<file path="config.mk">
export PLATFORM = sky130hd
export DESIGN_NAME = mult_share_arbiter
export DESIGN_NICKNAME = d
export VERILOG_FILES = /design/src/rtl/mult_share_arbiter.sv
export SDC_FILE = /design/constraint.sdc
export NUM_CORES = 1
export LEC_CHECK = 0
export CAP_MARGIN = 5
export CORE_MARGIN = 2
export CORE_UTILIZATION = 33
export CTS_BUF_LIST = sky130_fd_sc_hd__clkbuf_8
export DETAILED_ROUTE_END_ITERATION = 10
export PLACE_DENSITY_LB_ADDON = 0.15
export SLEW_MARGIN = 0
export SYNTH_ARGS = -nofsm -noshare
export SYNTH_HDL_FRONTEND = slang
export SYNTH_SLANG_ARGS = --single-unit
</file>
<file path="constraint.sdc">
create_clock -name clk -period 1.48 [get_ports clk]
set_input_delay 0.296 -clock clk [delete_from_list [all_inputs] [get_ports clk]]
set_output_delay 0.296 -clock clk [all_outputs]
set_load 0.03 [all_outputs]
</file>
<file path="src/rtl/mult_share_arbiter.sv">
// Round-robin front end that lets two requesters share one 8x8 multiplier.
// One operation is in flight at a time; a stuck multiplier is cut off after
// TIMEOUT wait cycles and answered with an error response.
//
// state  | meaning
// IDLE   | no operation; arbitrate and capture the winner's operands
// LAUNCH | single-cycle mult_start strobe with captured operands
// WAIT   | wait for a mult_done rising edge or the timeout
// RESP   | single-cycle rsp_valid pulse to the owner
module mult_share_arbiter #(
    parameter int unsigned TIMEOUT = 32    // legal range 2..63
) (
    input  logic        clk,
    input  logic        reset_a,
    input  logic        req0,
    input  logic        req1,
    input  logic [7:0]  dataa0,
    input  logic [7:0]  datab0,
    input  logic [7:0]  dataa1,
    input  logic [7:0]  datab1,
    output logic        grant0,
    output logic        grant1,
    output logic        rsp_valid0,
    output logic        rsp_valid1,
    output logic [15:0] rsp_product,
    output logic        rsp_err,
    output logic        busy,
    output logic        mult_start,
    output logic [7:0]  mult_dataa,
    output logic [7:0]  mult_datab,
    input  logic        mult_done,
    input  logic [15:0] mult_product
);

    localparam logic [1:0] S_IDLE   = 2'd0;
    localparam logic [1:0] S_LAUNCH = 2'd1;
    localparam logic [1:0] S_WAIT   = 2'd2;
    localparam logic [1:0] S_RESP   = 2'd3;

    // Counter value on the last allowed WAIT cycle.
    localparam logic [5:0] TO_LAST = 6'(TIMEOUT - 1);

    logic [1:0]  state_q, state_d;
    // owner_q is both the current operation's owner and the previous winner
    // used by round-robin; it resets to 1 so requester 0 wins first.
    logic        owner_q, owner_d;
    logic [7:0]  opa_q, opa_d;
    logic [7:0]  opb_q, opb_d;
    logic [5:0]  cnt_q, cnt_d;
    logic        done_prev_q;
    logic [15:0] rsp_product_q, rsp_product_d;
    logic        rsp_err_q, rsp_err_d;
    logic        grant_any;
    logic        win;
    logic        done_rise;

    // A level already high when WAIT starts is not a completion.
    assign done_rise = mult_done & ~done_prev_q;

    // Next-state, arbitration and response-capture logic.
    always_comb begin
        state_d       = state_q;
        owner_d       = owner_q;
        opa_d         = opa_q;
        opb_d         = opb_q;
        cnt_d         = cnt_q;
        rsp_product_d = rsp_product_q;
        rsp_err_d     = rsp_err_q;
        grant_any     = 1'b0;
        win           = 1'b0;
        case (state_q)
            S_IDLE: begin
                if (req0 || req1) begin
                    grant_any = 1'b1;
                    win       = (req0 && req1) ? ~owner_q : req1;
                    owner_d   = win;
                    opa_d     = win ? dataa1 : dataa0;
                    opb_d     = win ? datab1 : datab0;
                    state_d   = S_LAUNCH;
                end
            end
            S_LAUNCH: begin
                cnt_d   = 6'd0;
                state_d = S_WAIT;
            end
            S_WAIT: begin
                if (done_rise) begin
                    rsp_product_d = mult_product;
                    rsp_err_d     = 1'b0;
                    state_d       = S_RESP;
                end else if (cnt_q == TO_LAST) begin
                    rsp_product_d = 16'd0;
                    rsp_err_d     = 1'b1;
                    state_d       = S_RESP;
                end else begin
                    cnt_d = cnt_q + 6'd1;
                end
            end
            S_RESP: begin
                state_d = S_IDLE;
            end
            default: begin
                state_d = S_IDLE;
            end
        endcase
    end

    // State registers with synchronous reset.
    always_ff @(posedge clk) begin
        if (reset_a) begin
            state_q       <= S_IDLE;
            owner_q       <= 1'b1;
            opa_q         <= 8'd0;
            opb_q         <= 8'd0;
            cnt_q         <= 6'd0;
            done_prev_q   <= 1'b0;
            rsp_product_q <= 16'd0;
            rsp_err_q     <= 1'b0;
        end else begin
            state_q       <= state_d;
            owner_q       <= owner_d;
            opa_q         <= opa_d;
            opb_q         <= opb_d;
            cnt_q         <= cnt_d;
            done_prev_q   <= mult_done;
            rsp_product_q <= rsp_product_d;
            rsp_err_q     <= rsp_err_d;
        end
    end

    // Grant is a same-cycle pulse; suppressed while reset is asserted.
    assign grant0      = grant_any & ~win & ~reset_a;
    assign grant1      = grant_any &  win & ~reset_a;
    assign rsp_valid0  = (state_q == S_RESP) & ~owner_q;
    assign rsp_valid1  = (state_q == S_RESP) &  owner_q;
    assign rsp_product = rsp_product_q;
    assign rsp_err     = rsp_err_q;
    assign busy        = (state_q != S_IDLE);
    assign mult_start  = (state_q == S_LAUNCH);
    assign mult_dataa  = opa_q;
    assign mult_datab  = opb_q;

endmodule

</file>
[Word level (Yosys, flattened, before mapping)]
Index checks and enable logic that the tools add are counted.
Storage, ports and cells
  register bits after elaboration: 43
  bits in latches: 0
  RAM bits: 0
  ROM bits: 0
  bits of input ports: 53
  output and inout bits: 39
  logic and storage cells: 56
  memories: 0
Operators by class
  add/subtract/negate cells: 1
  multipliers: 0
  div/mod/pow operators: 0
  order comparisons: 0
  eq/ne operators: 8
  shift-type cells: 0
  multiplexer cells: 18
  bitwise operators: 11
  reduce and logical (&&, ||, !) cells: 10
Operators with widths (number)
  16-bit 2-to-1 mux: 2
  8-bit 2-to-1 mux: 2
  6-bit 2-to-1 mux: 2
  6-bit case mux with 2 select lines: 1
  2-bit case mux with 4 select lines: 1
  1-bit AND: 7
  1-bit 2-to-1 mux: 7
  6-bit by 1-bit adder with 6-bit output (second input constant): 1
  6-bit by 5-bit equality test with 1-bit output (second input constant): 1
  2-bit 2-to-1 mux: 3
  2-bit != test (second input constant): 3
  2-bit AND reduction: 3
  2-bit nonzero test: 3
  2-bit equality test (second input constant): 2
  1-bit NOT: 4
  3-bit != test (second input constant): 1
  3-bit AND reduction: 1
  2-bit by 1-bit equality test with 1-bit output (second input constant): 1
  2-bit logical NOT: 1
  1-bit logical AND: 1
  1-bit logical OR: 1

[Longest topological paths before layout]
  depth in word-level cells: 7
  mapped depth: 7
  mapped depth without buffers: 6

[Worst setup path after synthesis]
OpenSTA, ideal clock, no wires.
  path type: flip-flop to output port
  start point: register state_q[0]
  end point: output port grant0
  arrival time: 1860 ps
  data required time: 1184 ps
  path slack: -676 ps
  cell stages (with the launch flop): 5
  buffers on the path: 0
  cells stage by stage: dfxtp_1 > inv_1 > ha_1 > inv_1 > nor4_1
On the way
  longest elaborated chain between the ends: 5
  elaborated cells on any way between the ends: 6
  classes of those cells: 2 x mux; 3 x bitwise; 1 x reduce/logical
Ends and longest elaborated chain
  start, declared: line 43  | logic [1:0] state_q, state_d;
  start signal, assigned: line 120  | state_q <= state_d;
  2-bit logical NOT *: line 71  | case (state_q)
  1-bit 2-to-1 mux: line 71
  1-bit NOT: line 132  | assign grant0 = grant_any & ~win & ~reset_a;
  1-bit AND * (2 in series): line 132
  end, declared: line 21  | output logic grant0,
Mark *: on every way between the ends. The rest lies on a longest branch, timed or not.

[Worst setup path after layout]
  start point: register state_q[1]
  end point: output port grant1
On the way
  longest elaborated chain between the ends: 4
  elaborated cells on any way between the ends: 5
  classes of those cells: 2 x mux; 2 x bitwise; 1 x reduce/logical
Ends and longest elaborated chain
  2-bit logical NOT *: line 71
  1-bit 2-to-1 mux: line 71
  1-bit AND * (2 in series): line 133  | assign grant1 = grant_any & win & ~reset_a;
  end, declared: line 22  | output logic grant1,
Marks and branches as above.

==> impl_metrics.ini <==
[outcome]
outcome = finished with violations
violations = negative setup slack

[hold_path]
hold_depth = 1
min_path_type = flip-flop to flip-flop
hold_start = rsp_product[13]
hold_path_end = rsp_product[13]

[clock_tree]
worstSkewPairLatency_ns = 0.29
clk_pin_slew_ns = 0.09
numCtsBuffers = 5
h-tree-depth = 2
cts_tree = yes
ctsRootBufferMaster = clkbuf_8
cts.sinks = 43
cts_buffer_depth = 2

[synth]
synthArstFlopShare_pct = 0
ys_seq_elements = 43
postSynthAreaPerCell_sq_um = 9.88
synth_cell_types = 38
ys.flop_type = dfxtp_1
syn_area_sq_um = 1870
seq_area_frac_synth_pct = 46.1
syn_nets = 248
syn_inst = 189
yosysWarnings = 0
synth_edf_count = 0

[pwr]
p_int_mw = 3.00
switchingPower_mw = 1.96
clkPwrFrac_pct = 15.0
finalPower_mw = 4.96
peakVddDrop_mv = 0.688
power_density_nw_per_um2 = 1450
p_sw_share_pct = 39.4
seq_power_share_pct = 30.8
p_comb_share_pct = 54.3
p_leak_nw = 1.47

[floorplanning]
fp.dieArea_sq_um = 6270
num_rows = 27
coreArea_sq_um = 5470
initial_utilization_pct = 34.1
die_w_um = 79.2
ios = 92
die-height_um = 79.2

[sta]
slew_viol_final = 0
relSlewSlack_pct = 74.5
skew_ns = 0.00568
period_minus_slack_ns = 1.56
setup_violations = 5
period_share_pct = 105
rsz0062_at_grt = yes
fin_ws_ns = -0.0754
hold_viol = 0
max_freq_mhz = 643
tightestPinTransition_ns = 0.377

[layout]
fin_util_pct = 62.5
num-nets-final = 372
final_common_cell = clkdlybuf4s50_1
drive_above_1_share_pct = 27.4
final_cell_mix = clkdlybuf4s50_1 (49), dfxtp_1 (38), dlygate4sd2_1 (35)
n_antenna_cell = 0
fillCellCount = 486
area_delta_synth_final_pct = 83.2

[worst_setup_path]
crit_type = flip-flop to output pin
r2r_cells = 5
crit_path_end_kind = output pin
cp.required_ns = 1.18
reg2reg_slack_ns = -0.03
start_kind = flip-flop
regToRegStartpoint = cnt_q[1]
reg2reg_to = cnt_q[3]
crit_fanout = 4
crit_arrival_ns = 1.26

[routing]
wirelength_um = 5670
drc = 0
post_drt_wl_per_cell_um = 14.7
ant_nets = 0
num_vias = 1896
drtIter0Drc = 70
firstDrtPassIters = 4
via_per_inst = 4.91

[place]
place.gp.congestion = 0.846
portBuffers = 91
hpwl_um = 3730

[flow_run]
drv_cap = 0

[global_route]
grt_pass1_vias = 1907
grt_pass1_wl_um = 8510
grt_usage_pct = 17.0
gr-total-overflow = 0
grt_max_degree = 33
antenna_found_initial = 0
==> through the flow <==
stage,instance area (sq um),setup slack [ns],std cells,TNS (ns),hold WS (ns)
after floorplan,1930,-0.0383,189,-0.0716,0.424
after global placement,3080,-0.275,364,-8.10,0.457
after detailed placement,3080,-0.303,364,-8.76,0.454
after CTS,3230,-0.183,377,-0.769,0.478
after global routing,3420,-0.133,386,-0.587,0.487
final,3420,-0.0754,386,-0.295,0.475
==> metal layers <==
layer / track usage (%) / vias up / wire (um)
met5: 0 / - / 0
met4: 6.38 / 0 / 110
met3: 5.80 / 10 / 348
met2: 28.4 / 65 / 2860
met1: 20.1 / 878 / 2350
li1: - / 943 / -
==> area by class of cell <==
class	instances	area (sq um)	share of cell area, %
clock inverter	3	20.0	0.585
sequential	43	870	25.4
timing repair buffer	131	1270	37.2
tap	72	90.1	2.63
clock buffer	5	68.8	2.01
inverter	5	23.8	0.695
multi-input combinational	127	1070	31.4
==> critical path: stages, from the launching register on <==
cell and delay, ns:
dfxtp_4 0.36, inv_4 0.06, ha_4 0.14, buf_6 0.12, nand2_4 0.05, nor2_4 0.10
buf_6 0.13
==> registers in the layout (all words and copies together), names as in the netlist <==
register,cells
cnt_q,6
done_prev_q,1
mult_dataa,8
mult_datab,8
owner_q,1
rsp_err,1
rsp_product,16
state_q,2
==> kinds of logic (layout without fill, tap and decap cells) <==
family | after synthesis | after routing | synth area share (%)
AOI/OAI and AO/OA | 57 | 57 | 23.5
buffers and inverters | 19 | 144 | 4.56
DFF | 43 | 43 | 46.1
muxes | 17 | 17 | 9.12
adders and majority gates | 6 | 6 | 4.02
and+or+nand+nor | 47 | 47 | 12.7
==> cells in the mapped netlist, drive strengths merged, types with 3 or more instances <==
| master | number | area [sq um] |
|---|---|---|
| dfxtp | 43 | 861 |
| a211oi | 19 | 143 |
| inv | 5 | 18.8 |
| mux2i | 17 | 170 |
| buf | 7 | 40.0 |
| a22o | 16 | 140 |
| clkbuf | 7 | 26.3 |
| a21oi | 4 | 20.0 |
| ha | 6 | 75.1 |
| o21ai | 3 | 15.0 |
| nand2b | 6 | 37.5 |
| nand2 | 5 | 18.8 |
| nor2 | 21 | 78.8 |
==> worst max-delay path by stage <==
stage | start | end | slack [ns] | cells after the start
global placement | mult_done | cnt_q[3] | -0.27 | 5
finish | state_q[1] | grant1 | -0.08 | 6
detailed placement | mult_done | cnt_q[3] | -0.30 | 5
global route | state_q[0] | grant1 | -0.13 | 6
CTS | state_q[1] | grant0 | -0.18 | 5
floorplan | req1 | grant0 | -0.04 | 4
==> power groups by stage <==
stage | clock network (mW) | logic (mW) | registers, mW
2_1_floorplan | 0 | 0.899 | 1.93
3_3_place_gp | 0 | 2.22 | 1.54
3_5_place_dp | 0 | 2.23 | 1.54
4_1_cts | 0.761 | 2.29 | 1.52
5_1_grt | 0.830 | 2.86 | 1.56
6_report | 0.743 | 2.69 | 1.53
==> timing repair <==
action	4_1_cts	5_1_grt
endpoints found under the setup margin	40	45
gates cloned	0	2
hold buffers	0	0
setup buffers	5	8
pin swaps	3	6
gates resized for setup	53	22
(Power assumes the default switching activity.)
